**src/rtl/simple_cpu_pkg.sv**
```systemverilog
// Shared types and constants for the Simple_CPU program sequencer.
package simple_cpu_pkg;

  localparam int unsigned SEQ_OP_WIDTH            = 2;
  localparam int unsigned DEF_ADDR_WIDTH          = 4;
  localparam int unsigned DEF_WIDTH_OPCODE        = 4;
  localparam int unsigned DEF_WIDTH_SWITCH_LENGTH = 6;

  // Instruction word layout at default widths: {seq_op, opcode, imm}
  localparam int unsigned INSTR_WIDTH = SEQ_OP_WIDTH + DEF_WIDTH_OPCODE + DEF_WIDTH_SWITCH_LENGTH;
  localparam int unsigned IMM_LSB     = 0;
  localparam int unsigned OPCODE_LSB  = IMM_LSB + DEF_WIDTH_SWITCH_LENGTH;
  localparam int unsigned SEQ_OP_LSB  = OPCODE_LSB + DEF_WIDTH_OPCODE;

  typedef enum logic [1:0] {
    SEQ_EXEC = 2'b00,
    SEQ_JMP  = 2'b01,
    SEQ_JZ   = 2'b10,
    SEQ_HALT = 2'b11
  } seq_op_t;

  typedef enum logic [2:0] {
    ST_IDLE,
    ST_FETCH,
    ST_ISSUE,
    ST_SETTLE,
    ST_PAUSE,
    ST_HALTED
  } seq_state_t;

  // Instruction word width for arbitrary opcode/immediate widths
  function automatic int unsigned instr_width(int unsigned w_opcode, int unsigned w_imm);
    return SEQ_OP_WIDTH + w_opcode + w_imm;
  endfunction

endpackage

```
**src/rtl/program_sequencer_if.sv**
```systemverilog
// Host/datapath-facing signal bundle of the program sequencer.
interface program_sequencer_if
  import simple_cpu_pkg::*;
#(
  parameter int unsigned ADDR_WIDTH          = DEF_ADDR_WIDTH,
  parameter int unsigned WIDTH_OPCODE        = DEF_WIDTH_OPCODE,
  parameter int unsigned WIDTH_SWITCH_LENGTH = DEF_WIDTH_SWITCH_LENGTH
) ();

  localparam int unsigned IW = instr_width(WIDTH_OPCODE, WIDTH_SWITCH_LENGTH);

  logic                           ProgWrite;
  logic [ADDR_WIDTH-1:0]          ProgAddr;
  logic [IW-1:0]                  ProgData;
  logic                           Start;
  logic                           StepMode;
  logic                           Step;
  logic                           Abort;
  logic                           ZF;
  logic [WIDTH_OPCODE-1:0]        Opcode;
  logic [WIDTH_SWITCH_LENGTH-1:0] Operand;
  logic                           ExecStrobe;
  logic [ADDR_WIDTH-1:0]          Pc;
  logic                           Busy;
  logic                           Done;

  modport master (
    output ProgWrite, ProgAddr, ProgData, Start, StepMode, Step, Abort, ZF,
    input  Opcode, Operand, ExecStrobe, Pc, Busy, Done
  );

  modport slave (
    input  ProgWrite, ProgAddr, ProgData, Start, StepMode, Step, Abort, ZF,
    output Opcode, Operand, ExecStrobe, Pc, Busy, Done
  );

endinterface

```
**src/rtl/sequencer_prog_mem.sv**
```systemverilog
// Program store: synchronous write, asynchronous read, contents not reset.
module sequencer_prog_mem #(
  parameter int unsigned ADDR_WIDTH = 4,
  parameter int unsigned DATA_WIDTH = 12
) (
  input  logic                  clk,
  input  logic                  we,
  input  logic [ADDR_WIDTH-1:0] waddr,
  input  logic [DATA_WIDTH-1:0] wdata,
  input  logic [ADDR_WIDTH-1:0] raddr,
  output logic [DATA_WIDTH-1:0] rdata
);

  localparam int unsigned DEPTH = 2 ** ADDR_WIDTH;

  logic [DATA_WIDTH-1:0] mem [DEPTH];

  // Write port
  always_ff @(posedge clk) begin
    if (we) mem[waddr] <= wdata;
  end

  assign rdata = mem[raddr];

endmodule

```
**src/rtl/program_sequencer.sv**
```systemverilog
// Run/step/halt instruction sequencer feeding opcode/operand and an execute pulse to the datapath.
module program_sequencer
  import simple_cpu_pkg::*;
#(
  parameter int unsigned ADDR_WIDTH          = DEF_ADDR_WIDTH,
  parameter int unsigned WIDTH_OPCODE        = DEF_WIDTH_OPCODE,
  parameter int unsigned WIDTH_SWITCH_LENGTH = DEF_WIDTH_SWITCH_LENGTH
) (
  input  logic               Clk,
  input  logic               Rst,
  program_sequencer_if.slave seq_bus
);

  localparam int unsigned IW      = instr_width(WIDTH_OPCODE, WIDTH_SWITCH_LENGTH);
  localparam int unsigned OPC_LSB = WIDTH_SWITCH_LENGTH;
  localparam int unsigned SEQ_LSB = WIDTH_SWITCH_LENGTH + WIDTH_OPCODE;

  seq_state_t                     state_q, state_d;
  logic [ADDR_WIDTH-1:0]          pc_q, pc_d;
  logic [IW-1:0]                  ir_q, ir_d;
  logic [WIDTH_OPCODE-1:0]        opcode_q, opcode_d;
  logic [WIDTH_SWITCH_LENGTH-1:0] operand_q, operand_d;
  logic                           strobe_q, strobe_d;
  logic                           busy_q, busy_d;
  logic                           done_q, done_d;

  logic [IW-1:0]         mem_rdata;
  logic                  mem_we;
  seq_op_t               ir_op;
  logic [ADDR_WIDTH-1:0] target;

  assign ir_op  = seq_op_t'(ir_q[SEQ_LSB +: SEQ_OP_WIDTH]);
  assign target = ir_q[ADDR_WIDTH-1:0];
  // Program loads only land while the sequencer is not running
  assign mem_we = seq_bus.ProgWrite && (state_q == ST_IDLE || state_q == ST_HALTED);

  sequencer_prog_mem #(
    .ADDR_WIDTH (ADDR_WIDTH),
    .DATA_WIDTH (IW)
  ) u_prog_mem (
    .clk   (Clk),
    .we    (mem_we),
    .waddr (seq_bus.ProgAddr),
    .wdata (seq_bus.ProgData),
    .raddr (pc_q),
    .rdata (mem_rdata)
  );

  // State, PC, IR and output registers
  always_ff @(posedge Clk or posedge Rst) begin
    if (Rst) begin
      state_q   <= ST_IDLE;
      pc_q      <= '0;
      ir_q      <= '0;
      opcode_q  <= '0;
      operand_q <= '0;
      strobe_q  <= 1'b0;
      busy_q    <= 1'b0;
      done_q    <= 1'b0;
    end else begin
      state_q   <= state_d;
      pc_q      <= pc_d;
      ir_q      <= ir_d;
      opcode_q  <= opcode_d;
      operand_q <= operand_d;
      strobe_q  <= strobe_d;
      busy_q    <= busy_d;
      done_q    <= done_d;
    end
  end

  // Next-state and next-output logic; Abort overrides everything
  always_comb begin
    state_d   = state_q;
    pc_d      = pc_q;
    ir_d      = ir_q;
    opcode_d  = opcode_q;
    operand_d = operand_q;
    strobe_d  = 1'b0;

    if (seq_bus.Abort) begin
      state_d = ST_IDLE;
    end else begin
      case (state_q)
        ST_IDLE, ST_HALTED: begin
          if (seq_bus.Start) begin
            pc_d    = '0;
            state_d = ST_FETCH;
          end
        end
        ST_FETCH: begin
          ir_d    = mem_rdata;
          state_d = ST_ISSUE;
        end
        ST_ISSUE: begin
          case (ir_op)
            SEQ_EXEC: begin
              opcode_d  = ir_q[OPC_LSB +: WIDTH_OPCODE];
              operand_d = ir_q[WIDTH_SWITCH_LENGTH-1:0];
              strobe_d  = 1'b1;
              state_d   = ST_SETTLE;
            end
            SEQ_JMP: begin
              pc_d    = target;
              state_d = ST_FETCH;
            end
            SEQ_JZ: begin
              pc_d    = seq_bus.ZF ? target : pc_q + ADDR_WIDTH'(1);
              state_d = ST_FETCH;
            end
            SEQ_HALT: state_d = ST_HALTED;
            default:  state_d = ST_IDLE;
          endcase
        end
        ST_SETTLE: begin
          pc_d    = pc_q + ADDR_WIDTH'(1);
          state_d = seq_bus.StepMode ? ST_PAUSE : ST_FETCH;
        end
        ST_PAUSE: begin
          if (seq_bus.Step || !seq_bus.StepMode) state_d = ST_FETCH;
        end
        default: state_d = ST_IDLE;
      endcase
    end

    busy_d = !(state_d == ST_IDLE || state_d == ST_HALTED);
    done_d = (state_d == ST_HALTED);
  end

  assign seq_bus.Opcode     = opcode_q;
  assign seq_bus.Operand    = operand_q;
  assign seq_bus.ExecStrobe = strobe_q;
  assign seq_bus.Pc         = pc_q;
  assign seq_bus.Busy       = busy_q;
  assign seq_bus.Done       = done_q;

endmodule

```
**src/flat_wrapper.sv**
```systemverilog
// flat-port wrapper written by rule: the top's interface ports become plain ports
module program_sequencer_flat import simple_cpu_pkg::*;
#(
  parameter int unsigned ADDR_WIDTH          = DEF_ADDR_WIDTH,
  parameter int unsigned WIDTH_OPCODE        = DEF_WIDTH_OPCODE,
  parameter int unsigned WIDTH_SWITCH_LENGTH = DEF_WIDTH_SWITCH_LENGTH
)
  (Clk, Rst, seq_bus_ProgWrite, seq_bus_ProgAddr, seq_bus_ProgData, seq_bus_Start, seq_bus_StepMode, seq_bus_Step, seq_bus_Abort, seq_bus_ZF, seq_bus_Opcode, seq_bus_Operand, seq_bus_ExecStrobe, seq_bus_Pc, seq_bus_Busy, seq_bus_Done);
  program_sequencer_if #(.ADDR_WIDTH(ADDR_WIDTH), .WIDTH_OPCODE(WIDTH_OPCODE), .WIDTH_SWITCH_LENGTH(WIDTH_SWITCH_LENGTH)) seq_bus_i ();
  input  logic Clk;
  input  logic Rst;
  input wire logic [$bits(seq_bus_i.ProgWrite)-1:0] seq_bus_ProgWrite;
  input wire logic [$bits(seq_bus_i.ProgAddr)-1:0] seq_bus_ProgAddr;
  input wire logic [$bits(seq_bus_i.ProgData)-1:0] seq_bus_ProgData;
  input wire logic [$bits(seq_bus_i.Start)-1:0] seq_bus_Start;
  input wire logic [$bits(seq_bus_i.StepMode)-1:0] seq_bus_StepMode;
  input wire logic [$bits(seq_bus_i.Step)-1:0] seq_bus_Step;
  input wire logic [$bits(seq_bus_i.Abort)-1:0] seq_bus_Abort;
  input wire logic [$bits(seq_bus_i.ZF)-1:0] seq_bus_ZF;
  output wire logic [$bits(seq_bus_i.Opcode)-1:0] seq_bus_Opcode;
  output wire logic [$bits(seq_bus_i.Operand)-1:0] seq_bus_Operand;
  output wire logic [$bits(seq_bus_i.ExecStrobe)-1:0] seq_bus_ExecStrobe;
  output wire logic [$bits(seq_bus_i.Pc)-1:0] seq_bus_Pc;
  output wire logic [$bits(seq_bus_i.Busy)-1:0] seq_bus_Busy;
  output wire logic [$bits(seq_bus_i.Done)-1:0] seq_bus_Done;
  assign seq_bus_i.ProgWrite = seq_bus_ProgWrite;
  assign seq_bus_i.ProgAddr = seq_bus_ProgAddr;
  assign seq_bus_i.ProgData = seq_bus_ProgData;
  assign seq_bus_i.Start = seq_bus_Start;
  assign seq_bus_i.StepMode = seq_bus_StepMode;
  assign seq_bus_i.Step = seq_bus_Step;
  assign seq_bus_i.Abort = seq_bus_Abort;
  assign seq_bus_i.ZF = seq_bus_ZF;
  assign seq_bus_Opcode = seq_bus_i.Opcode;
  assign seq_bus_Operand = seq_bus_i.Operand;
  assign seq_bus_ExecStrobe = seq_bus_i.ExecStrobe;
  assign seq_bus_Pc = seq_bus_i.Pc;
  assign seq_bus_Busy = seq_bus_i.Busy;
  assign seq_bus_Done = seq_bus_i.Done;
  program_sequencer #(.ADDR_WIDTH(ADDR_WIDTH), .WIDTH_OPCODE(WIDTH_OPCODE), .WIDTH_SWITCH_LENGTH(WIDTH_SWITCH_LENGTH)) u_core (.Clk(Clk), .Rst(Rst), .seq_bus(seq_bus_i));
endmodule
```
**config.mk**
```make
export PLATFORM = sky130hd
export DESIGN_NAME = program_sequencer_flat
export DESIGN_NICKNAME = d
export VERILOG_FILES = /design/src/rtl/simple_cpu_pkg.sv /design/src/rtl/program_sequencer_if.sv /design/src/rtl/sequencer_prog_mem.sv /design/src/rtl/program_sequencer.sv /design/src/flat_wrapper.sv
export SDC_FILE = /design/constraint.sdc
export NUM_CORES = 1
export LEC_CHECK = 0
export CAP_MARGIN = 20
export CORE_MARGIN = 2
export CORE_UTILIZATION = 68
export DETAILED_ROUTE_END_ITERATION = 8
export DONT_BUFFER_PORTS = 1
export PLACE_DENSITY_LB_ADDON = 0.25
export SYNTH_ARGS = -nofsm -noshare
export SYNTH_HDL_FRONTEND = slang
export SYNTH_SLANG_ARGS = --single-unit
```
**constraint.sdc**
```tcl
create_clock -name Clk -period 7.7 [get_ports Clk]
set_input_delay 2.31 -clock Clk [delete_from_list [all_inputs] [get_ports Clk]]
set_output_delay 2.31 -clock Clk [all_outputs]
set_load 0.03 [all_outputs]
```
# --- Word level (Yosys, flattened, before mapping) ---
# Memory sizes are Yosys's and may differ from the RTL's. A register that Yosys moved wholly into a read port is not among the register bits.
# Index checks and enable logic that the tools add are counted.
# W data, S select, Z words.
word_totals:
  ff_bits: 20
  ram_bits: 192
  word_cells: 51
  mem_count: 1
memory_table:
  columns: ["memory", "depth", "width", "read_ports", "rd_clocked_by_memory_dff", "write_ports", "line_no", "source"]
  rows:
  - ["u_core.u_prog_mem.mem", 16, 12, 1, 1, 1, "sequencer_prog_mem.sv:16", "logic [DATA_WIDTH-1:0] mem [DEPTH];"]
op_classes:
  add_sub_neg: 1
  n_eq_ne: 11
  mux: 15
  bitwise_logic: 1
  reduce_logical: 15
op_table:
  columns: ["op", "count"]
  rows:
  - ["$pmux W3 S5", 1]
  - ["$mux W3", 4]
  - ["$pmux W4 S3", 1]
  - ["$eq A3 B3 Y1 const B", 3]
  - ["$pmux W3 S3", 1]
  - ["$mux W4", 2]
  - ["$pmux W4 S2", 1]
  - ["$eq A3 B2 Y1 const B", 2]
  - ["$logic_not A3 Y1", 2]
  - ["$mux W1", 5]
  - ["$add A4 B1 Y4 const B", 1]
  - ["$eq A2 B2 Y1 const B", 2]
  - ["$reduce_and A4 Y1", 1]
  - ["$reduce_or A2 Y1", 2]
  - ["$eq A3 B1 Y1 const B", 1]
  - ["$logic_or A1 B1 Y1", 3]
  - ["$ne A3 B1 Y1 const B", 1]
  - ["$reduce_and A3 Y1", 1]
  - ["$reduce_bool A3 Y1", 1]
  - ["$eq A2 B1 Y1 const B", 1]
  - ["$logic_not A1 Y1", 2]
  - ["$logic_not A2 Y1", 1]
  - ["$ne A2 B2 Y1 const B", 1]
  - ["$reduce_and A2 Y1", 1]
  - ["other kinds (2)", 2]

# --- Longest topological paths before layout ---
# Gate-level depths: netlist (run 1).
logic_depth:
  word_depth: 8
  mapped_depth: 8
  mapped_depth_nobuf: 5

# --- By module ---
# From an unflattened synthesis (run 1), not the netlist that was laid out.
hier_totals:
  hier_cells: 436
  area_unflattened_um2: 8912.3
modules_own_cells:
  columns: ["mod", "n_inst", "cells_per_inst", "area_each_um2"]
  rows:
  - ["sequencer_prog_mem", 1, 317, 7359.6]
  - ["program_sequencer", 1, 119, 1552.7]

# --- Worst setup path before layout (run 1) ---
# No wires, ideal clock.
synth_timing:
  kind: "in2reg"
  from: "in seq_bus_ProgWrite"
  to: "mem u_core.u_prog_mem.mem[0][0], enable pin"
  setup_time_ns: 0.396
  t_arrival_ns: 3.622
  required_time_ns: 7.304
  setup_slack_ns: 3.682
  path_stages: 3
  path_buffers: 0
  path_cell_list: "nand3b_1 or3_1 nor3_1"
synth_via:
  elab_chain_cells: 3
synth_rtl:
  columns: ["element", "line_no", "source"]
  rows:
  - ["start: declaration", "flat_wrapper.sv:12", "input wire logic [$bits(seq_bus_i.ProgWrite)-1:0] seq_bus_ProgWrite;"]
  - ["$logic_and A1 B1 Y1", "program_sequencer.sv:35", "assign mem_we = seq_bus.ProgWrite && (state_q == ST_IDLE || state_q == ST_HALTED);"]
  - ["$mux W1", "sequencer_prog_mem.sv:20", "if (we) mem[waddr] <= wdata;"]
  - ["$mux W1 (implied by the code)", "sequencer_prog_mem.sv:20", null]
  - ["end: declaration", "sequencer_prog_mem.sv:16", null]
# No other way between the ends.

# --- Worst setup path after layout (run 1) ---
layout_timing:
  from: "in seq_bus_Abort"
  to: "reg u_core.ir_q[9], read port of u_core.u_prog_mem.mem"
layout_via:
  elab_chain_cells: 2
layout_rtl:
  columns: ["element", "line_no", "source"]
  rows:
  - ["start: declaration", "flat_wrapper.sv:18", "input wire logic [$bits(seq_bus_i.Abort)-1:0] seq_bus_Abort;"]
  - ["$not A1 Y1 (no line)", null, null]
  - ["$reduce_and A2 Y1 (no line)", null, null]
  - ["end: declaration", "program_sequencer.sv:20", "logic [IW-1:0] ir_q, ir_d;"]
# No other way between the ends.
# A chain may end at the register's enable or synchronous reset.

==> results.md, run 1 <==
- Yosys top cell by area: edfxtp_1
- Seq/Total Area, Yosys: 0.7356
- Type of the worst setup path: input port to flop
- Worst Path Max Fanout: 14
- Number of cells on the critical path: 4
- R2R depth: 4
- Clock Latency Late Sink: 0.50 ns
- Fmax: 256.0 MHz
- Startpoint Class: input port
- Slowest CP cell: nor2_1
- Vias per inst: 6.728
- Max stage delay on crit path: 0.77 ns
- R2r endpoint: u_core.ir_q[9]
- Ys Warns: 0
- Final TNS setup: 0 ns
- Initial Util: 0.7016
- DIE AREA: 14060 µm²
- Type of the tightest min-delay check: flop to flop
- Final setup viols: 0
- Routed WL: about 19000 µm
- CTS buffer count: 23
- Tcrit/Tclk final: 0.5073
- Number of flops mapped to enable cells by yosys: between 150 and 200
- Final hold viol count: 0
- Outcome: finished, final reports clean
- Rel. slew slack: 0.2840
- Number of global-route vias before repair: 4868
- Die Wd: 118.6 µm
- Cells after Synth: 491
- FFs w/ async S/R, synth: 0.1429
- Fraction of layout instances using a drive strength above 1: 0.2290
- H-tree levels: 1
- Top post-synthesis cells by area: edfxtp_1 65%, dfrtp_1 9.0%, mux4_2 7.1%, mux2i_1 3.1%, mux2_2 2.4%
- I/O pin cnt: about 40
- Post-layout min period: 3.906 ns
- First DRT Iteration DRCs: 548
- Clock transition at path regs: 0.06 ns
- Drt first pass iters: 5
- Pwr dens: 300.8 nW/µm²
- Most frequent cell after synthesis: edfxtp_1
- RSZ-0062 raised after global routing: false
- Routability congestion estimate: between 0.8 and 0.9
- Critical Path RT: roughly 8.1 ns
- Antenna fix cells: 0
- # rows: 41
- Min Hold Slack: 0.5239 ns
- Max Cap Violations: 0
- Commonest cells in the netlist: 192 x edfxtp_1, 32 x dfrtp_1, 28 x mux2i_1, 28 x mux4_2, 28 x nor2_1
- Worst setup endpoint: u_core.ir_q[9]
- Final Non-Filler Cells: 696
- Tot GR Track Use: 0.2727
- Worst r2r src: u_core.state_q[2]
- Antenna violations before repair: 0
- Largest net degree at the start of global routing: 54
- DP HPWL: 11120 µm
- Crit path launch: seq_bus_Abort
- Library cells used by synthesis: 52
- Wire per inst: 26.64 µm
- Inst Count DP: 649
- Synth Flop Type: edfxtp_1
- Largest delay share family, worst path: simple AND/OR/NAND/NOR gates
- Worst R2R Setup Slack: 4.99 ns
- WP data arrival: between 4 and 5 ns
- Post-Synthesis Cell Area: between 8000 and 9000 µm²
- Core region area: 12720 µm²
- Vias: 4683
- Hold_buf cts: 0
- Total power: 0.002983 W
- Yosys reg bits: 224
- Fill cell count: 679
- Die Ht: 118.6 µm
- Post-DRT Antenna Nets: 0
- P&R area growth vs syn: 11.07%
- Top-area cell type share of the netlist area: 0.6459
- Syn Nets: 516
- Static leakage: ~3.3 nW
- Worst VDD drop: 0.1940 mV
- Grt ovf: 0
- IO buf count: 0
- Post_cts resized: 0
- CTS tree: yes
- Avg Cell Area, Syn: 18.18 µm²
- # Post-CTS Setup Buffers: 0
- Slew Viols, Final: 0
- Clk root buf: clkbuf_16
- Clock Sinks: 224
- Clock skew: ~0.011 ns
- First-pass GRT wire length: 28390 µm
- Clock Tree Buf Depth: 3
- Worst setup EP type: flop
- # DRC: 0
- Slew @ Worst Pin: about 1.1 ns
- Worst path buffer plus inverter count: 0
- CP Cell Sequence: or4b_1, nor2_1, o21ai_0, o21ai_1
- Final nets: 533
## how the worst min path moves through the flow
| stage | cells past startpoint | to | slack [ns] | from |
|---|---|---|---|---|
| finish | 1 | u_core.seq_bus.Opcode[1] | 0.52 | u_core.ir_q[7] |
| floorplan | 2 | u_core.ir_q[6] | 0.46 | u_core.ir_q[6] |
| global placement | 2 | u_core.ir_q[6] | 0.48 | u_core.ir_q[6] |
| CTS | 1 | u_core.seq_bus.Opcode[1] | 0.51 | u_core.ir_q[7] |
| detailed placement | 1 | u_core.seq_bus.Opcode[1] | 0.49 | u_core.ir_q[7] |
| global route | 1 | u_core.seq_bus.Opcode[1] | 0.55 | u_core.ir_q[7] |
## per-layer routing
layer | wire length, µm | GRT usage
met4 | 778 | 0.09896
met2 | 9204 | 0.4573
met5 | 0 | 0
met3 | 1671 | 0.05164
met1 | 6886 | 0.3618
## area by class of cell
| type | instances | area (µm²) | area share |
|---|---|---|---|
| Tap cell | 172 | 215.2 | 0.02171 |
| Timing Repair Buffer | 19 | 156.4 | 0.01577 |
| Clock buffer | 33 | 663.1 | 0.06689 |
| Multi-Input combinational cell | 237 | 2205 | 0.2224 |
| Inverter | 3 | 11.26 | 0.001136 |
| Sequential cell | 224 | 6569 | 0.6625 |
| Clock inverter | 8 | 95.09 | 0.009591 |
## power by group
| group | leakage [nW] | switching (W) | internal, W |
|---|---|---|---|
| combinational | 0.761 | 0.000208 | 0.000172 |
| clock | 0.377 | 0.000429 | 0.000666 |
| sequential | 2.14 | 0.000116 | 0.00139 |
| total | 3.28 | 0.000753 | 0.00223 |
## placed cells by master (no fill, tap or decap), types with 3 or more instances in the layout
| cell | instances |
|---|---|
| clkbuf_16 | 23 |
| mux2_2 | 19 |
| nand2_1 | 13 |
| inv_1 | 3 |
| a211oi_1 | 3 |
| mux2_4 | 8 |
| o21ai_1 | 7 |
| buf_4 | 16 |
| nor2_1 | 28 |
| nor3_2 | 4 |
| o21ai_0 | 13 |
| a22oi_1 | 13 |
| clkinv_2 | 4 |
| edfxtp_1 | 192 |
| and2_1 | 4 |
| a221oi_1 | 6 |
| nand2b_1 | 7 |
| a21oi_1 | 4 |
| clkbuf_1 | 5 |
| nand3_1 | 3 |
| clkbuf_8 | 6 |
| nor2b_1 | 5 |
| dfrtp_1 | 30 |
| mux4_2 | 28 |
| o22ai_1 | 6 |
| mux2i_1 | 28 |
| o31ai_1 | 3 |
## cells by family after synthesis
| logic type | synth area share |
|---|---|
| mux | 0.1395 |
| buf+inv | 0.01962 |
| simple gates | 0.05074 |
| xor+xnor | 0.0009814 |
| fa+ha+maj | 0.001402 |
| compound gates | 0.05215 |
| flops | 0.7356 |
## through the flow
step                      cell area [µm²]  setup WS, ns  utilization
after floorplan                      8926         3.682            -
after global placement               9097         3.669       0.7151
after detailed placement             9097         3.543       0.7151
after CTS                            9856         3.820       0.7747
after global routing                 9915         3.749       0.7793
final                                9915         3.794       0.7793
## registers in the layout (all words and copies together) (netlist names)
register,cells
u_core.ir_q,12
u_core.seq_bus.Busy,1
u_core.seq_bus.Done,1
u_core.seq_bus.ExecStrobe,1
u_core.seq_bus.Opcode,4
u_core.seq_bus.Operand,6
u_core.seq_bus.Pc,4
u_core.state_q,3
u_core.u_prog_mem.mem,192
(Power assumes the default switching activity.)
==> run 2, diff against run 1 <==
--- a/config.mk
+++ b/config.mk
@@ -7,7 +7,7 @@
 export LEC_CHECK = 0
 export CAP_MARGIN = 20
 export CORE_MARGIN = 2
-export CORE_UTILIZATION = 68
+export CORE_UTILIZATION = 63
 export DETAILED_ROUTE_END_ITERATION = 8
 export DONT_BUFFER_PORTS = 1
 export PLACE_DENSITY_LB_ADDON = 0.25
==> constraint.sdc (replaced) <==
create_clock -name Clk -period 3.69 [get_ports Clk]
set_input_delay 1.107 -clock Clk [delete_from_list [all_inputs] [get_ports Clk]]
set_output_delay 1.107 -clock Clk [all_outputs]
set_load 0.03 [all_outputs]
==> results.md, run 2 (synthesis gave the netlist of run 1 again) <==
- Outcome: finished, final reports clean
- Top layer in use: met4
- Worst VDD drop: 0.3995 mV
- Final hold viol count: 0
- Tcrit/Tclk final: 0.7383
- Worst Path Max Fanout: 14
- Type of the tightest min-delay check: flop to flop
- Worst r2r src: u_core.state_q[2]
- Critical Path RT: 4.08 ns
- Antenna fix cells: 0
- CP Cell Sequence: or4b_1, nor2_1, o21ai_0, o21ai_1
- # DRC: 0
- Initial Util: 0.6431
- Core region area: 13880 µm²
- Hold wc startpoint: u_core.ir_q[6]
- Die Ht: 123.0 µm
- Grt ovf: 0
- Switch share: 0.2520
- Vias per inst: 6.545
- Largest net degree at the start of global routing: 26
- Die Wd: 123.0 µm
- Storage cell area: 6569 µm²
- WP data arrival: 3.11 ns
- Fraction of layout instances using a drive strength above 1: 0.2300
- Clk root buf: clkbuf_16
- Sequential share of power: 0.523
- RSZ-0062 raised after global routing: false
- DIE AREA: 15140 µm²
- Drt first pass iters: 6
- Fmax: 367.1 MHz
- Crit path launch: u_core.state_q[2]
- Final nets: 536
- Slowest CP cell: or4b_1
- Final TNS setup: 0 ns
- Post_cts resized: 0
- DP HPWL: 11670 µm
- P&R area growth vs syn: 11.09%
- Clock network power share: 0.357
- Max stage delay on crit path: 0.84 ns
- First DRT Iteration DRCs: 448
- Max Cap Violations: 0
- NetSw: approximately 0.0015 W
- Type of the worst setup path: flop to flop
- CTS buffer count: 22
- H-tree levels: 1
- Max reg flops: 192
- Met3 WL: ~1300 µm
- Static leakage: 3.279 nW
- Fill cell count: ~840
- Post-DRT Antenna Nets: 0
- Clock Tree Buf Depth: 3
- Slew @ Worst Pin: 0.9440 ns
- Area of the multi-input gates: roughly 2200 µm²
- I/O pin cnt: slightly above 40
- Number of global-route vias before repair: slightly below 5000
- Tot GR Track Use: 0.2583
- Routed WL: roughly 19000 µm
- Metal2 WL: 9340 µm
- Commonest non-fill, non-tap cells in the layout: 192 x edfxtp_1, 30 x dfrtp_1, 28 x nor2_1, 28 x mux2i_1, 28 x mux4_2
- Clock Latency Late Sink: 0.51 ns
- Pwr dens: just over 600 nW/µm²
- Biggest register: u_core.u_prog_mem.mem
- Slew Viols, Final: 0
- Antenna violations before repair: 0
- # Post-CTS Setup Buffers: 0
- Final setup viols: 0
- Startpoint Class: flop
- Vias: about 4600
- First-pass GRT wire length: 28210 µm
- P_int: 0.004568 W
- Min Hold Slack: 0.5245 ns
- Hold_buf cts: 0
- Rel. slew slack: 0.3707
- M1 WL: 7260 µm
- Clock skew: 0.02763 ns
- # rows: 43
- Clock transition at path regs: around 0.060 ns
- Clock Sinks: 224
- CTS tree: yes
- Post-layout min period: roughly 2.7 ns
- Worst setup EP type: flop
- Wire per inst: 26.24 µm
- Most common cell after layout, fill and taps aside: edfxtp_1
- IO buf count: 0
- Combinational power share: 0.120
- Routability congestion estimate: about 0.91
[run 2: cell types whose count changed in the layout (fill, tap and decap cells not counted)]
| cell | previous run | this run |
|---|---|---|
| clkinv_1 | 1 | 5 |
| buf_12 | 0 | 2 |
| clkinv_2 | 4 | 5 |
| buf_4 | 16 | 21 |
| clkbuf_8 | 6 | 1 |
| inv_8 | 1 | 0 |
| buf_6 | 2 | 0 |
| clkinvlp_4 | 0 | 1 |
| clkbuf_1 | 5 | 2 |
[run 2: per-layer routing]
layer / GRT usage / up-vias
met5: 0 / -
met4: 0.1030 / 0
met3: 0.05627 / 48
met2: 0.4268 / 180
met1: 0.3391 / 2391
li1: - / 2002
[run 2: layout make-up]
| type | instances | area share |
|---|---|---|
| inverters | 3 | 0.001136 |
| multi-input cells | 237 | 0.2223 |
| well taps | 180 | 0.02271 |
| flip-flops and latches | 224 | 0.6625 |
| repair buffers | 23 | 0.01994 |
| clock buffers | 26 | 0.06019 |
| clock inverters | 13 | 0.01123 |
[run 2: power groups by stage]
| stage | sequential, W | clock, W | combinational [W] |
|---|---|---|---|
| after floorplan | 0.00313 | 0 | 0.000641 |
| after CTS | 0.00320 | 0.00222 | 0.000735 |
| after detailed placement | 0.00325 | 0 | 0.000726 |
| after global placement | 0.00324 | 0 | 0.000700 |
| final | 0.00320 | 0.00218 | 0.000730 |
| after global routing | 0.00322 | 0.00231 | 0.000788 |
[run 2: metrics by stage]
stage	util	setup WS, ns	instance area [µm²]	power, W	cells
floorplan	-	0.8752	8926	0.003773	491
global placement	0.6633	0.8298	9208	0.003943	667
detailed placement	0.6633	0.6686	9208	0.003973	667
CTS	0.7144	1.030	9916	0.006149	706
global route	0.7144	0.8085	9916	0.006321	706
finish	0.7144	0.9658	9916	0.006107	706
[run 2: path summary, 6_finish.rpt]
kind | endpoint | slack (ns) | cells after the start
worst max-delay path | u_core.ir_q[2] | 0.97 | 4
min in group asynchronous | u_core.seq_bus.Busy | 0.59 | 1
worst max register to register | u_core.ir_q[2] | 0.97 | 4
max in group asynchronous | u_core.seq_bus.Pc[0] | 2.37 | 2
worst min-delay path | u_core.ir_q[6] | 0.52 | 2
worst min register to register | u_core.ir_q[6] | 0.52 | 2
[run 2: critical path: cells and delay by family, from the launching register on]
family | cells | cell delay, ns
compound gates | 2 | 0.53
simple gates | 2 | 1.56
flops | 1 | 0.53
==> run 3, diff against run 2 <==
==> constraint.sdc (replaced) <==
create_clock -name Clk -period 2.65 [get_ports Clk]
set_input_delay 0.795 -clock Clk [delete_from_list [all_inputs] [get_ports Clk]]
set_output_delay 0.795 -clock Clk [all_outputs]
set_load 0.03 [all_outputs]
==> results.md, run 3 (synthesis gave the netlist of run 1 again) <==
- Clock network power share: 0.344
- Post-layout min period: 2.511 ns
- Rel. slew slack: 0.4191
- Final worst slack: 0.1391 ns
- Tcrit/Tclk final: 0.9475
- Wire per inst: 25.34 µm
- Clock transition at path regs: 0.06 ns
- Antenna violations before repair: 0
- Top layer in use: met4
- Type of the tightest min-delay check: input port to async pin
- Max reg flops: between 150 and 200
- P_int: 0.006250 W
- Clock Latency Late Sink: a little over 0.5 ns
- Clock Tree Buf Depth: 3
- Number of cells on the critical path: 1
- Final TNS setup: 0 ns
- Initial Util: 0.6431
- Final setup viols: 0
- Post-DRT Antenna Nets: 0
- Antenna fix cells: 0
- Commonest non-fill, non-tap cells in the layout: 192 x edfxtp_1, 30 x dfrtp_1, 28 x nor2_1, 28 x mux2i_1, 28 x mux4_2
- Die Ht: between 100 and 150 µm
- Vias per inst: 6.500
- Worst path buffer plus inverter count: 1
- DP HPWL: 11500 µm
- Drt first pass iters: 5
- Fill cell count: 813
- Tot GR Track Use: 0.2507
- Largest delay share family, worst path: flip-flops
- Min Hold Slack: 0.2895 ns
- Final nets: 543
- Worst setup EP type: primary output
- Pwr dens: approximately 840 nW/µm²
- R2R depth: 5
- Most common cell after layout, fill and taps aside: edfxtp_1
- Routability congestion estimate: 0.8821
- Slowest CP cell: dfrtp_1
- # Post-CTS Setup Buffers: 0
- Worst Path Max Fanout: 17
- Critical Path RT: 1.86 ns
- Post-layout util: 0.7176
- # DRC: 0
- Largest net degree at the start of global routing: 27
- Clock skew: 0.02026 ns
- Post_cts resized: 0
- Max Cap Violations: 0
- Pre-CTS setup slack: about 0.5 ns
- Startpoint Class: flop
- IO buf count: 0
- CP Cell Sequence: buf_4
- H-tree levels: 1
- Slew @ Worst Pin: 0.8714 ns
- Die Wd: 123.0 µm
- Area of the multi-input gates: 2205 µm²
- Met3 WL: 1242 µm
- Outcome: finished, final reports clean
- Worst R2R Setup Slack: slightly below 0.5 ns
- Biggest register: u_core.u_prog_mem.mem
- I/O pin cnt: 41
- Switch share: 0.2522
- Max stage delay on crit path: 0.91 ns
- Type of the worst setup path: flop to primary output
- Static leakage: 3.307 nW
- CTS buffer count: 22
- DIE AREA: 15140 µm²
- NetSw: 0.002107 W
- Vias: 4641
- Clock Sinks: about 220
- First-pass GRT wire length: 27300 µm
- RSZ-0062 raised after global routing: false
- Sequential share of power: 0.531
- Routed WL: 18090 µm
- Fraction of layout instances using a drive strength above 1: 0.2378
- Number of global-route vias before repair: 4748
- WP data arrival: 1.72 ns
- Core region area: 13880 µm²
- Combinational power share: 0.126
- First DRT Iteration DRCs: just under 500
- M1 WL: 7305 µm
- Hold_buf cts: 0
- Storage cell area: 6569 µm²
- Slew Viols, Final: 0
- Fmax: 398.3 MHz
- Final hold viol count: 0
- P&R area growth vs syn: 11.59%
- CTS tree: yes
- Metal2 WL: between 8000 and 9000 µm
- Worst VDD drop: roughly 0.6 mV
- # rows: 43
- Clk root buf: clkbuf_16
- Grt ovf: 0
[run 3: changes by cell type in the layout (fill, tap and decap cells not counted), sizes merged]
cell / change
clkbuf: +9
buf: +7
clkinv: -5
bufinv: -2
clkinvlp: -1
[run 3: cell type report]
class	count	area share
inverter	3	0.001131
multi-input combinational	237	0.2213
sequential	224	0.6595
clock inverter	5	0.003643
tap	180	0.02261
clock buffer	35	0.06419
timing repair buffer	30	0.02763
[run 3: per-layer routing]
layer  track usage  vias to the layer above
met3       0.04428                       51
met4       0.09588                        0
met2        0.4109                      190
met5             0                        -
met1        0.3418                     2378
li1              -                     2022
[run 3: power groups by stage]
| stage | registers [W] | logic, W | clock network [W] |
|---|---|---|---|
| after global placement | 0.00450 | 0.00101 | 0 |
| after CTS | 0.00444 | 0.00105 | 0.00291 |
| final | 0.00444 | 0.00105 | 0.00287 |
| after detailed placement | 0.00451 | 0.00104 | 0 |
| after global routing | 0.00447 | 0.00113 | 0.00307 |
| after floorplan | 0.00436 | 0.000893 | 0 |
[run 3: through the flow]
step | instances | total power (W) | instance area [µm²]
3_5_place_dp | 674 | 0.005551 | 9285
3_3_place_gp | 674 | 0.005515 | 9285
4_1_cts | 714 | 0.008402 | 9961
6_report | 714 | 0.008357 | 9961
5_1_grt | 714 | 0.008665 | 9961
2_1_floorplan | 491 | 0.005254 | 8926
[run 3: path summary, 6_finish.rpt]
| path | from | to |
|---|---|---|
| min in group Clk | seq_bus_Abort | u_core.state_q[2] |
| hold / removal | Rst | u_core.seq_bus.Operand[2] |
| hold reg to reg | u_core.ir_q[6] | u_core.ir_q[6] |
| setup reg to reg | u_core.seq_bus.Pc[0] | u_core.seq_bus.Pc[2] |
| max in group asynchronous | Rst | u_core.seq_bus.Pc[0] |
| setup / recovery | u_core.seq_bus.Pc[2] | seq_bus_Pc[2] |
